==> config.mk <==
export PLATFORM = sky130hd
export DESIGN_NAME = rate_down_counter
export DESIGN_NICKNAME = d
export VERILOG_FILES = /design/src/rtl/rate_down_counter.sv
export SDC_FILE = /design/constraint.sdc
export NUM_CORES = 1
export LEC_CHECK = 0
export BUFFER_PORTS_ARGS = -buffer_cell sky130_fd_sc_hd__buf_2
export CORE_MARGIN = 4
export CORE_UTILIZATION = 49
export CTS_BUF_LIST = sky130_fd_sc_hd__clkbuf_8
export DETAILED_ROUTE_END_ITERATION = 6
export PLACE_DENSITY = 0.77
export SLEW_MARGIN = 20
export SYNTH_ARGS = -nofsm -noshare
export SYNTH_HDL_FRONTEND = slang
export SYNTH_SLANG_ARGS = --single-unit
==> constraint.sdc <==
create_clock -name Clock -period 1.5 [get_ports Clock]
set_input_delay 0.225 -clock Clock [delete_from_list [all_inputs] [get_ports Clock]]
set_output_delay 0.225 -clock Clock [all_outputs]
set_load 0.005 [all_outputs]
==> src/rtl/rate_down_counter.sv <==
// rate_down_counter: programmable down-counter that converts a free-running
// enable strobe into one-cycle terminal-count pulses (Tick).
// Load a reload value N, Start a countdown, and Tick fires after N+1
// enabled cycles.
//
// Optional feature macro: RATE_DOWN_COUNTER_AUTO_RELOAD_EN
//   defined     -> periodic mode: reload at terminal count, stay in RUN
//   not defined -> one-shot mode: park in DONE at terminal count
module rate_down_counter #(
  parameter int WIDTH = 8
) (
  input  logic             Clock,
  input  logic             Resetn,
  input  logic             Load,
  input  logic [WIDTH-1:0] LoadValue,
  input  logic             Start,
  input  logic             Stop,
  input  logic             En,
  output logic [WIDTH-1:0] Count,
  output logic             Tick,
  output logic             Busy,
  output logic             Done
);

  typedef enum logic [1:0] {
    S_IDLE = 2'd0,
    S_RUN  = 2'd1,
    S_DONE = 2'd2
  } state_t;

  state_t           r_state;
  state_t           w_next_state;
  logic [WIDTH-1:0] r_count;
  logic [WIDTH-1:0] w_next_count;
  logic [WIDTH-1:0] r_reload;
  logic [WIDTH-1:0] w_next_reload;
  logic             r_tick;
  logic             w_next_tick;

  // State, count, reload and tick registers with synchronous active-low reset.
  // NOTE: non-blocking assignments keep every register sampling the same
  // pre-edge values, so ordering inside this block does not matter.
  always_ff @(posedge Clock) begin
    if (!Resetn) begin
      r_state  <= S_IDLE;
      r_count  <= '0;
      r_reload <= '0;
      r_tick   <= 1'b0;
    end else begin
      r_state  <= w_next_state;
      r_count  <= w_next_count;
      r_reload <= w_next_reload;
      r_tick   <= w_next_tick;
    end
  end

  // Next-state and datapath decode; priority is Load > Stop > Start > En.
  // NOTE: every signal gets a default at the top so no path leaves it
  // unassigned, which would otherwise infer a latch.
  always_comb begin
    w_next_state  = r_state;
    w_next_count  = r_count;
    w_next_reload = r_reload;
    w_next_tick   = 1'b0;

    if (Load) begin
      w_next_reload = LoadValue;
      w_next_count  = LoadValue;
      w_next_state  = S_IDLE;
    end else if (Stop) begin
      // Stop masks Start and En in every state; it only changes state in RUN.
      if (r_state == S_RUN) begin
        w_next_state = S_IDLE;
      end
    end else if (Start && (r_state != S_RUN)) begin
      w_next_count = r_reload;
      w_next_state = S_RUN;
    end else if ((r_state == S_RUN) && En) begin
      if (r_count != '0) begin
        w_next_count = r_count - WIDTH'(1);
      end else begin
        // Terminal count: pulse Tick for the following cycle.
        w_next_tick = 1'b1;
`ifdef RATE_DOWN_COUNTER_AUTO_RELOAD_EN
        w_next_count = r_reload;
        w_next_state = S_RUN;
`else
        w_next_count = '0;
        w_next_state = S_DONE;
`endif
      end
    end
  end

  // Output decode straight from the registers; no combinational input paths.
  always_comb begin
    Count = r_count;
    Tick  = r_tick;
    Busy  = (r_state == S_RUN);
    Done  = (r_state == S_DONE);
  end

endmodule

### Word-level counts from Yosys, hierarchy flattened

Index checks and enable logic that the tools add are counted.
W data, S select, Z words.

| storage, ports and cells | value |
|---|---|
| bits in registers | 19 |
| latch bits | 0 |
| memory bits (writable) | 0 |
| ROM bits | 0 |
| output and inout port bits | 11 |
| memories | 0 |

| operators by class | value |
|---|---|
| add/subtract/negate cells | 1 |
| $mul | 0 |
| divide/modulo/power cells | 0 |
| order comparisons | 0 |
| equal/unequal tests | 6 |
| shift-type cells | 0 |
| multiplexer cells | 11 |
| bitwise gates (word level) | 2 |
| reduce and logical (&&, ||, !) cells | 9 |

Operators with widths:

| cell | count |
|---|---|
| $mux W8 | 5 |
| $mux W2 | 5 |
| $reduce_bool A8 Y1 | 1 |
| $sub A8 B1 Y8 const B | 1 |
| $reduce_bool A3 Y1 | 2 |
| $reduce_or A5 Y1 | 1 |
| $ne A2 B1 Y1 const B | 2 |
| $ne A3 B3 Y1 const B | 1 |
| $reduce_and A3 Y1 | 1 |
| $eq A2 B1 Y1 const B | 1 |
| $eq A2 B2 Y1 const B | 1 |
| $logic_and A1 B1 Y1 | 2 |
| $ne A2 B2 Y1 const B | 1 |
| $not A1 Y1 | 2 |
| $reduce_and A2 Y1 | 1 |
| $reduce_or A2 Y1 | 1 |
| $mux W1 | 1 |

### Logic depth before layout (Yosys ltp)

| depth | value |
|---|---|
| word-level depth | 6 |
| mapped depth | 7 |

### Worst setup path after synthesis

OpenSTA, ideal clock, no wires.

| timing | value |
|---|---|
| kind | flip-flop to flip-flop |
| start point | register r_count[0] (netlist: Count[0]) |
| end point | register r_count[7] (netlist: Count[7]) |
| arrival | 1.460 ns |
| setup slack | -0.086 ns |
| cell stages (with the launch flop) | 8 |
| path buffers | 0 |
| period minus slack after synthesis | 1.586 ns |
| cells stage by stage | dfxtp_1 inv_1 ha_1 nor3b_4 nor2b_1 and3_1 a222oi_1 o22ai_1 |

| between the ends | value |
|---|---|
| cells in the longest elaborated chain, start to end | 6 |
| elaborated cells between the ends (all ways) | 7 |

Ends and longest elaborated chain:

| what | RTL line | RTL |
|---|---|---|
| start, declared | 33 | `logic [WIDTH-1:0] r_count;` |
| start signal, assigned | 51 | `r_count <= w_next_count;` |
| $sub A8 B1 Y8 / $reduce_bool A8 Y1 (equally long branches) | 80, 79 |  |
| $mux W8 * | 79 | `if (r_count != '0) begin` |
| $mux W8 * | 78 | `end else if ((r_state == S_RUN) && En) begin` |
| $mux W8 * | 75 | `end else if (Start && (r_state != S_RUN)) begin` |
| $mux W8 * | 70 | `end else if (Stop) begin` |
| $mux W8 * | 66 | `if (Load) begin` |

Every way passes the cells marked *; elsewhere a longest branch is shown, timed or not. The select of a mux whose other input is x is not followed.
A chain may end at the register's enable or synchronous reset.

### Worst setup path in the final report

| timing | value |
|---|---|
| start point | register r_count[1] (netlist: Count[1]) |
| end point | register r_count[4] (netlist: Count[4]) |

Same word-level chain as after synthesis.

==> run metrics <==
status=complete, but fails checks; failing checks=negative setup slack; Crit Path Class=reg2reg; reg-to-reg startpoint=Count[1]$_SDFFE_PN0P_; synth top area cells=dfxtp_1 (36%), mux2i_1 (8.6%), nor2b_1 (6.0%); RSZ-0062 raised after global routing=true; GPL Wtd Cong=0.869; leak pwr=0.000659 µW; Worst Reg-to-Reg Cells=7; Worst EP required=1.67 ns; port buffer count=24; Worst Hold Depth=3; Synth Net Count=133; setup TNS=-1.23 ns; Setup WS post-layout=-0.210 ns; first-pass GRT wire length=4.59 mm; Final Hold Fails=0; maximum buffer depth of the clock tree=2; DRT antenna net count=0; DRC=0; worst path arrival time=1.88 ns; # rows=16; Mapped Area=1040 µm²; Die Area=2930 µm²; Hold Path Class=in2reg; initial antenna violation count=0; CTS tree=yes; max_slew headroom=a little under three fifths; root buf cell=clkbuf_8; maximum number of pins on one net before global-route repair=19; Crit Path Max Fanout=3; Die H=54.1 µm; sequential element share of the synthesized area=36.5%; Tcrit/Tclk final=114%; average size of a mapped cell=just under 9 µm²; total of warnings raised by yosys=0; final critical-path required period=1.71 ns; hold_buf cts=0; drt total wl=3.02 mm; Initial Utilization=52.1%; n_diodes=0; total grt overflow=0; crit start category=flip-flop; Max IR drop VDD=711 µV; reg2reg end=Count[4]$_SDFFE_PN0P_; vias in the first global route=1,012; CTS Sinks=19; Area Growth Syn to Fin=39.4%; reg-to-reg slack, setup=-0.21 ns; die span in x=roughly 54 µm; Worst Tran Pin Value=0.645 ns; insertion delay to the later sink of the worst-skew pair=0.26 ns; core box area=2000 µm²; Yosys cell types=34; H-tree Lvls=1; final core occ=72.7%; vias=1,093; share of layout cells above drive strength 1=between 40% and 50%; Pins Over Slew Limit=0; Fin Clk Skew=around 0.0021 ns; Setup Viol. Count Final=10; nets@finish=about 180; fmax=585 MHz; clock buffers created by TritonCTS=3; Min-Delay Endpoint=r_reload[6]$_SDFFE_PN0P_; DP HPWL=1.98 mm; flops & latches, synth=19; PD cells=947 nW/µm²; io pins=25; gr usage total=21.7%; Iteration-0 DRC Markers=34; Via density=5.72; Worst-path clk slew=0.07 ns; max-cap viol count=0; worst hold path startpoint=LoadValue[6]; CP Capture Type=flip-flop; Mapped Cells=117; drt pass-1 iters=4; wire length per cell=15.8 µm; top cell type's share of synthesized area=36.5%; largest area contributor in the netlist=dfxtp_1
==> cell usage in the layout, fill, tap and decap left out, types with 2 or more instances in the layout <==
cell      Yosys  routed
o21ai_0       5       5
dfxtp_1      19      16
buf_6         0       2
clkbuf_8      0       3
buf_2         2      24
o21a_1        2       2
inv_2         1       3
a21oi_1       6       4
a222oi_1      4       4
nor2b_1      10      10
inv_1         6       5
nor3_1        3       3
mux2i_1       9       9
a21oi_2       0       2
and3_1        2       2
o22ai_1       6       6
nand2b_1      2       2
dfxtp_2       0       3
buf_4         1      22
nand2_1      10       9
nor2_1        4       3
a21boi_0      4       4
a221oi_1      4       3
==> synth_stat cells <==
cell type	count
a2111oi_0	1
a21boi_0	4
a21oi_1	6
a221oi_1	4
a222oi_1	4
and2_4	1
and2b_2	1
and3_1	2
and4_2	1
and4b_1	1
buf_2	2
buf_4	1
clkbuf_1	2
dfxtp_1	19
ha_1	2
inv_1	6
inv_2	1
mux2i_1	9
nand2_1	10
nand2_2	1
nand2b_1	2
nand3_1	1
nand3b_1	1
nor2_1	4
nor2b_1	10
nor3_1	3
nor3_2	1
nor3b_4	1
nor4_4	1
o21a_1	2
o21ai_0	5
o21bai_1	1
o22ai_1	6
or3_1	1
==> final cells by class <==
cell class / count / area, µm²
well taps: 27 / 33.8
multi-input cells: 86 / 658
repair buffers: 48 / 308
inverters: 7 / 26.3
flip-flops and latches: 19 / 384
fillers: 169 / 547
clock buffers: 3 / 41.3
clock inverters: 1 / 3.75
==> where the power goes <==
part	internal (µW)	leakage, µW	switching (µW)	total (µW)
combinational	247	0.000475	217	464
clock	182	0.0000269	166	348
sequential	539	0.000157	27.6	566
total	968	0.000659	410	1380
==> timing repair <==
| item | CTS | global route |
|---|---|---|
| hold endpoints to repair | 0 | 0 |
| buffers inserted | 3 | 5 |
| pin swaps | 6 | 14 |
| resized for setup | 6 | 8 |
| endpoints found under the setup margin | 10 | 11 |
==> per-layer routing <==
metal | share of wire (%) | wire length [µm] | track usage [%] | vias to the layer above
met5 | 0 | 0 | 0 | -
li1 | - | - | - | 525
met1 | 41 | 1240 | 26.7 | 517
met3 | 6.6 | 198 | 3.60 | 11
met4 | 3.2 | 97 | 12.4 | 0
met2 | 49 | 1480 | 35.3 | 40
==> cell families (layout without fill, tap and decap cells) <==
| family | after synthesis | after routing | share of synthesized area [%] |
|---|---|---|---|
| AOI/OAI and AO/OA | 33 | 33 | 21.9 |
| adders and majority gates | 2 | 2 | 2.40 |
| buffers and inverters | 12 | 59 | 4.92 |
| DFF | 19 | 19 | 36.5 |
| muxes | 9 | 9 | 8.63 |
| and+or+nand+nor | 42 | 42 | 25.7 |
==> state kept, by name (all words and copies together) (netlist names) <==
register,count
r_reload,8
r_state,2
Count,8
Tick,1
==> critical path, stage by stage, from the launching register on <==
cell and delay (ns):
dfxtp_2 0.34, inv_2 0.05, ha_4 0.14, nor3b_4 0.15, a2111oi_0 0.49, and3_1 0.24
a221oi_1 0.05, o22ai_1 0.16
==> through the flow <==
stage / hold WS, ns / std cells / worst slack [ns] / power (µW) / area [µm²]
after floorplan: 0.394 / 117 / -0.0110 / 784 / 1050
after global placement: 0.475 / 179 / -0.0378 / 922 / 1290
after detailed placement: 0.481 / 179 / -0.102 / 935 / 1290
after CTS: 0.248 / 186 / -0.0894 / 1310 / 1380
after global routing: 0.269 / 191 / -0.257 / 1450 / 1460
final: 0.242 / 191 / -0.210 / 1380 / 1460
==> worst max-delay path by stage <==
stage	startpoint	endpoint	slack, ns	cells past startpoint
floorplan	Count[0]$_SDFFE_PN0P_	Count[7]$_SDFFE_PN0P_	-0.01	7
global placement	Count[1]$_SDFFE_PN0P_	Count[7]$_SDFFE_PN0P_	-0.04	7
detailed placement	Count[1]$_SDFFE_PN0P_	Count[2]$_SDFFE_PN0P_	-0.10	7
CTS	Count[0]$_SDFFE_PN0P_	Count[2]$_SDFFE_PN0P_	-0.09	7
global route	Count[1]$_SDFFE_PN0P_	Count[6]$_SDFFE_PN0P_	-0.26	9
finish	Count[1]$_SDFFE_PN0P_	Count[4]$_SDFFE_PN0P_	-0.21	7
Note: power is estimated with default switching activity, not from simulation.
